<file path="src/rtl/voice_activity_detector.sv">
// Windowed mean-|x| loudness meter with a hysteretic voice-activity decision.
// Pipeline: |x| capture -> window accumulate -> mean, level and FSM update on window close.
module voice_activity_detector #(
    parameter int          WINDOW_LOG2    = 8,
    parameter logic [31:0] ON_THRESH      = 32'h0010_0000,
    parameter logic [31:0] OFF_THRESH     = 32'h0008_0000,
    parameter int          ATTACK_WINDOWS = 2,
    parameter int          HANG_WINDOWS   = 4,
    parameter int          LEVEL_BASE     = 20
) (
    input  logic        clk,
    input  logic        rst,
    input  logic [31:0] filtered_data,
    input  logic        sample_valid,
    output logic        voice_active,
    output logic        voice_start,
    output logic [3:0]  level,
    output logic        level_valid
);
    // state  | meaning
    // SILENT | no voice, waiting for a loud window
    // ATTACK | loud run in progress, atk_rem more loud windows confirm voice
    // ACTIVE | voice declared
    // HANG   | voice still reported, hang_rem more quiet windows release it
    typedef enum logic [1:0] {SILENT, ATTACK, ACTIVE, HANG} state_t;

    localparam int ACC_W = 32 + WINDOW_LOG2;

    logic [31:0]            mag_q;
    logic                   mag_vld_q;
    logic [ACC_W-1:0]       acc_q;
    logic [WINDOW_LOG2-1:0] cnt_q;
    logic [ACC_W-1:0]       win_sum_q;
    logic                   done_q;

    state_t      state_q, state_d;
    logic [15:0] atk_rem_q, atk_rem_d;
    logic [15:0] hang_rem_q, hang_rem_d;
    logic [3:0]  level_q, level_d;
    logic        level_valid_q;
    logic        voice_start_q, voice_start_d;

    logic [ACC_W-1:0] acc_sum;
    logic [31:0]      mean;
    logic             loud, quiet;
    int               mean_msb;
    logic [3:0]       level_calc;

    assign acc_sum = acc_q + ACC_W'(mag_q);
    assign mean    = win_sum_q[ACC_W-1:WINDOW_LOG2];
    assign loud    = (mean >= ON_THRESH);
    assign quiet   = (mean < OFF_THRESH);

    always_ff @(posedge clk) begin
        if (rst) begin
            mag_q     <= '0;
            mag_vld_q <= 1'b0;
            acc_q     <= '0;
            cnt_q     <= '0;
            win_sum_q <= '0;
            done_q    <= 1'b0;
        end else begin
            mag_vld_q <= sample_valid;
            done_q    <= 1'b0;
            // 0x8000_0000 negates to itself, which is its correct unsigned magnitude
            if (sample_valid)
                mag_q <= filtered_data[31] ? (~filtered_data + 32'd1) : filtered_data;
            if (mag_vld_q) begin
                if (&cnt_q) begin
                    win_sum_q <= acc_sum;
                    acc_q     <= '0;
                    cnt_q     <= '0;
                    done_q    <= 1'b1;
                end else begin
                    acc_q <= acc_sum;
                    cnt_q <= cnt_q + WINDOW_LOG2'(1);
                end
            end
        end
    end

    always_comb begin
        mean_msb = -1;
        for (int i = 0; i < 32; i++)
            if (mean[i]) mean_msb = i;
        if (mean_msb >= LEVEL_BASE + 8)
            level_calc = 4'd9;
        else if (mean_msb >= LEVEL_BASE)
            level_calc = 4'(mean_msb - LEVEL_BASE + 1);
        else
            level_calc = 4'd0;
    end

    always_comb begin
        state_d       = state_q;
        atk_rem_d     = atk_rem_q;
        hang_rem_d    = hang_rem_q;
        level_d       = level_q;
        voice_start_d = 1'b0;
        if (done_q) begin
            level_d = level_calc;
            case (state_q)
                SILENT: begin
                    if (loud) begin
                        state_d   = ATTACK;
                        atk_rem_d = 16'(ATTACK_WINDOWS - 1);
                    end
                end
                ATTACK: begin
                    if (!loud) begin
                        state_d = SILENT;
                    end else if (atk_rem_q <= 16'd1) begin
                        state_d       = ACTIVE;
                        voice_start_d = 1'b1;
                    end else begin
                        atk_rem_d = atk_rem_q - 16'd1;
                    end
                end
                ACTIVE: begin
                    if (quiet) begin
                        state_d    = (HANG_WINDOWS <= 1) ? SILENT : HANG;
                        hang_rem_d = 16'(HANG_WINDOWS - 1);
                    end
                end
                HANG: begin
                    if (loud) begin
                        state_d = ACTIVE;
                    end else if (quiet) begin
                        if (hang_rem_q <= 16'd1) state_d = SILENT;
                        else hang_rem_d = hang_rem_q - 16'd1;
                    end
                end
                default: state_d = SILENT;
            endcase
        end
    end

    always_ff @(posedge clk) begin
        if (rst) begin
            state_q       <= SILENT;
            atk_rem_q     <= '0;
            hang_rem_q    <= '0;
            level_q       <= '0;
            level_valid_q <= 1'b0;
            voice_start_q <= 1'b0;
        end else begin
            state_q       <= state_d;
            atk_rem_q     <= atk_rem_d;
            hang_rem_q    <= hang_rem_d;
            level_q       <= level_d;
            level_valid_q <= done_q;
            voice_start_q <= voice_start_d;
        end
    end

    assign voice_active = (state_q == ACTIVE) || (state_q == HANG);
    assign voice_start  = voice_start_q;
    assign level        = level_q;
    assign level_valid  = level_valid_q;

endmodule

</file>
<file path="config.mk">
export PLATFORM = sky130hd
export DESIGN_NAME = voice_activity_detector
export DESIGN_NICKNAME = d
export VERILOG_FILES = /design/src/rtl/voice_activity_detector.sv
export SDC_FILE = /design/constraint.sdc
export NUM_CORES = 1
export LEC_CHECK = 0
export CORE_MARGIN = 2
export CORE_UTILIZATION = 45
export DETAILED_ROUTE_END_ITERATION = 8
export GPL_TIMING_DRIVEN = 0
export PLACE_DENSITY = 0.71
export SYNTH_ARGS = -nofsm -noshare
export SYNTH_HDL_FRONTEND = slang
export SYNTH_SLANG_ARGS = --single-unit
</file>
<file path="constraint.sdc">
create_clock -name clk -period 3.8 [get_ports clk]
set_input_delay 1.14 -clock clk [delete_from_list [all_inputs] [get_ports clk]]
set_output_delay 1.14 -clock clk [all_outputs]
set_load 0.05 [all_outputs]
</file>
=== After elaboration in Yosys (flattened, before gate mapping) ===
Cells that the tools add are included.
W data, S select, Z words.

* Order comparisons: 6
* Add/sub/neg operators: 7
* Mux-type cells: 56
* Reduce and logical (&&, ||, !) cells: 11
* Equality and inequality tests: 13
* Bitwise operators: 5

{| class="wikitable"
|+ Operators with widths
! kind !! number
|-
| $mux W32 || 33
|-
| $mux W16 || 7
|-
| $ge A32 B6 Y1 const B || 2
|-
| $pmux W16 S2 || 2
|-
| $add A40 B32 Y40 || 1
|-
| $mux W40 || 1
|-
| $add A32 B1 Y32 const B || 1
|-
| $ge A32 B21 Y1 const B || 1
|-
| $le A16 B1 Y1 const B || 2
|-
| $lt A32 B20 Y1 const B || 1
|-
| $not A32 Y32 || 1
|-
| $sub A16 B1 Y16 const B || 2
|-
| $mux W2 || 7
|-
| $ne A2 B2 Y1 const B || 7
|-
| $reduce_and A6 Y1 || 2
|-
| $ne A3 B3 Y1 const B || 3
|-
| $reduce_and A9 Y1 || 1
|-
| $add A8 B1 Y8 const B || 1
|-
| $mux W4 || 2
|-
| $mux W8 || 1
|-
| $pmux W2 S4 || 1
|-
| $reduce_and A8 Y1 || 1
|-
| $reduce_and A5 Y1 || 1
|-
| $add A4 B2 Y4 const B || 1
|-
| other kinds (10) || 16
|}

* Input bits: 35
* Logic and storage cells: 110
* Output and inout bits: 7
* Register bits after elaboration: 162

=== Depth between registers and ports, before layout ===
Gate-level depths: netlist of run 1.

* Word-level depth: 36
* Mapped depth: 14
* Depth with buffers taken out: 14

=== Worst setup path after synthesis of run 1 ===
No wires, ideal clock.

* Path type: input to register
* From: input filtered_data[8]
* To: register mag_q[26]
* Setup time: 0.128 ns
* Cell stages on the path: 9
* Data required time: 3.672 ns
* Data arrival time: 3.000 ns
* Setup slack: 0.673 ns
* Path through: or3_1 > nor2_1 > nand4_1 > or4_1 > clkbuf_1 > o41ai_2 > xnor2_1 > mux2i_1 > nor2_1

* Cells in the longest elaborated chain, start to end: 3

{| class="wikitable"
|+ Ends and longest elaborated chain
! item !! RTL line !! RTL
|-
| start, declared || 13 || <nowiki>input logic [31:0] filtered_data,</nowiki>
|-
| $not A32 Y32 || 67 || <nowiki>mag_q <= filtered_data[31] ? (~filtered_data + 32'd1) : filtered_data;</nowiki>
|-
| $add A32 B1 Y32 || 67 ||
|-
| $mux W32 || 67 ||
|-
| end signal, assigned || 67 ||
|-
| end, declared || 29 || <nowiki>logic [31:0] mag_q;</nowiki>
|}

No other way between the ends.
A chain may end at the register's enable or synchronous reset.

=== Worst setup path after layout of run 1 ===
* From: register mag_q[0]
* To: register acc_q[34]

* Cells in the longest elaborated chain, start to end: 2

{| class="wikitable"
|+ Ends and longest elaborated chain
! item !! RTL line !! RTL
|-
| $add A40 B32 Y40 || 49 || <nowiki>assign acc_sum = acc_q + ACC_W'(mag_q);</nowiki>
|-
| $mux W40 || 69 || <nowiki>if (&cnt_q) begin</nowiki>
|-
| end signal, assigned || 75 || <nowiki>acc_q <= acc_sum;</nowiki>
|-
| end, declared || 31 || <nowiki>logic [ACC_W-1:0] acc_q;</nowiki>
|}

No other way between the ends.

==> results of run 1 <==
==> final timing paths <==
kind	from	depth (start not counted)	endpoint	slack [ns]
setup / recovery	mag_q[0]$_SDFFE_PP0P_	12	acc_q[34]$_SDFFE_PP0P_	0.31
hold / removal	hang_rem_q[5]$_SDFFE_PP0P_	2	hang_rem_q[5]$_SDFFE_PP0P_	0.47
setup reg to reg	mag_q[0]$_SDFFE_PP0P_	12	acc_q[34]$_SDFFE_PP0P_	0.31
hold reg to reg	hang_rem_q[5]$_SDFFE_PP0P_	2	hang_rem_q[5]$_SDFFE_PP0P_	0.47
==> flip-flops by register name (all words and copies together) (netlist names), named ones only <==
name         cells
acc_q           40
atk_rem_q       16
cnt_q            8
done_q           1
hang_rem_q      16
level            4
level_valid      1
mag_q           32
mag_vld_q        1
state_q          1
voice_start      1
win_sum_q       32
==> worst max-delay path, cell delays in order, from the launching register on <==
cell and delay, ns:
sky130_fd_sc_hd__dfxtp_1 0.36, sky130_fd_sc_hd__ha_1 0.21, sky130_fd_sc_hd__inv_1 0.07, sky130_fd_sc_hd__fa_1 0.40, sky130_fd_sc_hd__nor2b_1 0.18, sky130_fd_sc_hd__o2111a_1 0.22
sky130_fd_sc_hd__nor4_1 0.09, sky130_fd_sc_hd__o21ai_0 0.46, sky130_fd_sc_hd__nand3_1 0.24, sky130_fd_sc_hd__a31oi_2 0.44, sky130_fd_sc_hd__nand3_1 0.21, sky130_fd_sc_hd__or3_1 0.39
sky130_fd_sc_hd__a31oi_1 0.15
==> layout make-up <==
class | count | area share
Multi-Input combinational cell | 804 | 0.520
Buffer | 59 | 0.0234
Sequential cell | 154 | 0.313
Clock inverter | 13 | 0.0194
Timing Repair Buffer | 38 | 0.0386
Tap cell | 234 | 0.0297
Clock buffer | 19 | 0.0450
Inverter | 29 | 0.0111
==> repair_timing <==
item,in CTS,in global routing
gates resized for setup,0,2
buffers inserted,0,0
hold buffers,0,0
endpoints found under the setup margin,0,8
==> per-stage QoR <==
step / setup slack [ns] / area [um2] / power (W)
floorplan: 0.673 / 8530 / 0.00199
global placement: -0.191 / 9200 / 0.00212
detailed placement: -0.213 / 9200 / 0.00213
CTS: 0.121 / 9840 / 0.00395
global route: 0.0938 / 9850 / 0.00407
finish: 0.310 / 9850 / 0.00393
==> cells by family after synthesis <==
group / Yosys count
and+or+nand+nor: 384
muxes: 6
adders and majority gates: 41
DFF: 154
AOI/OAI and AO/OA: 283
xor gates and xnor gates: 90
buffers and inverters: 88
==> cell usage in the layout, fill, tap and decap left out, drive strengths merged, types with 5 or more instances in the layout <==
cell type,Yosys,final
a22o,13,13
and3,11,11
o41ai,5,5
a21o,12,12
o22ai,5,5
nand4,16,16
xnor2,30,30
a22oi,9,9
clkdlybuf4s50,0,38
or4,12,12
o21ai,47,47
o211ai,7,7
o21a,5,5
nand2b,12,12
a21oi,72,72
a211oi,40,40
a31oi,16,16
ha,40,40
a311oi,6,6
nor4,13,13
nor2,128,128
o21bai,5,5
nor3,18,18
mux2i,6,6
or3,18,18
nand2,106,106
clkbuf,55,74
nor2b,6,6
nand3,28,28
xor2,60,60
dfxtp,154,154
inv,29,31
o31ai,22,22
==> metal layers <==
layer  global-route usage  part of all wire  up-vias
li1                     -                 -     3894
met1                0.281              0.48     3552
met2                0.359              0.46      164
met3               0.0415             0.045       27
met4               0.0632             0.017        0
met5                    0                 0        -
==> power by group through the flow <==
| stage | clock network [W] | registers, W | logic [W] |
|---|---|---|---|
| after floorplan | 0 | 0.00171 | 0.000275 |
| after global placement | 0 | 0.00172 | 0.000392 |
| after detailed placement | 0 | 0.00173 | 0.000401 |
| after CTS | 0.00185 | 0.00169 | 0.000403 |
| after global routing | 0.00192 | 0.00170 | 0.000454 |
| final | 0.00183 | 0.00169 | 0.000405 |
==> summary.md, run 1 <==
The flow ran to the end, and the final reports show no timing, DRC or antenna violations. The post-synthesis mux area share works out to 0.00704. The proportion of layout cells with a drive suffix above 1 is 0.0484, and the global placer's final weighted congestion is 0.878.

The net count after synthesis was 1122. For the number of maximum-capacitance constraint violations, the log shows 0. The leading area contributor after synthesis was sky130_fd_sc_hd__dfxtp_1. In this run the tool buffered the top-level ports with 38 buffer cells. Yosys mapped the design onto 68 distinct sky130hd cell types. For the synthesized netlist cell count, the log shows 1046.

The wire length of the first global-routing pass came out at 34.9 mm. The commonest cells after synthesis are sky130_fd_sc_hd__dfxtp_1 (154), sky130_fd_sc_hd__nor2_1 (128), sky130_fd_sc_hd__nand2_1 (106). TritonCTS built the clock tree. Relative to the synthesized area, the layout overhead comes to 15.4%. In this run the static leakage power is 3.68 nW. The longest clock path from root to sink contains 2 buffers.

Summing over every cut layer, the via total after detailed routing is 7637. CTS built an H-tree with a depth of 4. Path class of the lowest-slack min-delay path: register to register.

The via density per instance came out at 5.66. The worst-skew pair later-pin latency came out at 0.43 ns. Main combinational cell family by area after synthesis: compound AO/OA/AOI/OAI gates. The number of synthesized flops with an enable pin is 0. The via count of the first global-routing pass is 7259, and the mean routed wirelength per cell is 15.5 um. The minimum clock period after layout is 3.49 ns, and the area of the core is 0.0186 mm2. The arithmetic-cell share of the synthesized area counting full adders, half adders and majority gates was 0.0610. The most repeated cell in the gate-level netlist after synthesis was sky130_fd_sc_hd__dfxtp_1.

Internal power comes to 0.00294 W. The post-synthesis compound-gate area fraction was 0.220. The floorplan step set the die width to 142 um.

The startpoint class of the critical path was a register. Entering global routing, the biggest net connects 17 pins. The category of the critical setup timing path was register to register.

For the reported net switching power, the log shows 0.000987 W. For the standard-cell row count, the log shows 50. The tools report the final wirelength as 20.9 mm. By area the synthesized netlist is led by sky130_fd_sc_hd__dfxtp_1 (36%), sky130_fd_sc_hd__xor2_1 (6.2%), sky130_fd_sc_hd__ha_1 (5.9%), sky130_fd_sc_hd__nor2_1 (5.6%), sky130_fd_sc_hd__nand2_1 (4.7%). In this run the mean area of a mapped cell was 8.16 um2. The tools report the sequential cell area fraction in the yosys report as 0.361.

Count of synthesis-stage warnings from yosys: 0. The area of the mapped netlist is 0.00853 mm2. Measured along the y axis, the die boundary spans 142 um. The tools report the category of the worst setup path capture point as a register. The total negative slack for setup checks came out at 0 ns. For the pin with the worst max-slew slack, the measured transition is 0.881 ns. Setup violations remaining at the end of the flow were counted as 0. The post-synthesis share of cell area spent on and, or, nand and nor gates is 0.218, and the starting DRC count in detailed routing is 510. Hold is met by 0.466 ns.

Data on the critical path arrives at its endpoint at 3.84 ns. At the worst endpoint, the required time is 4.15 ns. The logs give 0.405 for the remaining max-slew budget at the tightest pin and 0.528 for the utilization after layout. The repair_antennas step left the layout with diodes totalling 0.

In the routed design, unresolved DRC markers number 0. The switching fraction of total power came out at 0.251. Clock-pin slew was measured on the worst setup and hold paths at 0.06 ns.

The clock share of power was 0.466; the area taken by multi-input logic gates was 0.00512 mm2. The worst-case IR drop observed on VDD is 0.000261 V. The net count of the finished layout is 1179, and the power density over the cells is 399 mW/mm2. I/O pin count: 42. Parity-gate share of the synthesized area counting xor and xnor cells: 0.0924.

The tools report the count of final max-slew check failures as 0. Initial core utilization: 0.458. The logs give 0 for the remaining antenna violation count after routing and 0.00308 mm2 for the sequential cell area.

The run gives 0 as the initial antenna violation count. For the relative contribution of combinational cells to total power, the log shows 0.103. The clock tree root driver cell is sky130_fd_sc_hd__clkbuf_16. The area enclosed by the die boundary is 0.0201 mm2. The clock skew after layout was 0.00936 ns. The critical-path maximum fanout is 6, and the fraction of power consumed by sequential logic is 0.431.

The total count of hold-check failures in the final report was 0. The first detailed-routing pass ran for 4 iterations. The leading register cell type out of synthesis is sky130_fd_sc_hd__dfxtp_1. The total grt overflow was 0; the achievable clock frequency was 287 MHz.

The number of sinks driven by the clock tree was 154. Setup repair after global routing left no endpoint under its margin. The fraction of the cycle the final worst path needs is 0.918.

The share of Yosys cell area claimed by the top area cell type works out to 0.361. The filler cells instantiated in the layout total 1801. The overall track demand over capacity in global routing was 0.214. Counting flops and latches in the post-synthesis netlist gives 154. The fraction of registers with async set/reset was 0. Clock tree synthesis inserted a total of 17 buffers.

The cell count after placement was 1318; the count of non-filler cells in the finished layout was 1350. The wire-length estimate of the detail-placed layout is 15.2 mm.
Power figures use the tool's default switching activity.
==> inputs of run 2 (changes only) <==
Settings changed: ABC_CLOCK_PERIOD_IN_PS set to 3800.
==> results of run 2 <==
No change in the layout: final DEF, timing and power equal those of run 1.
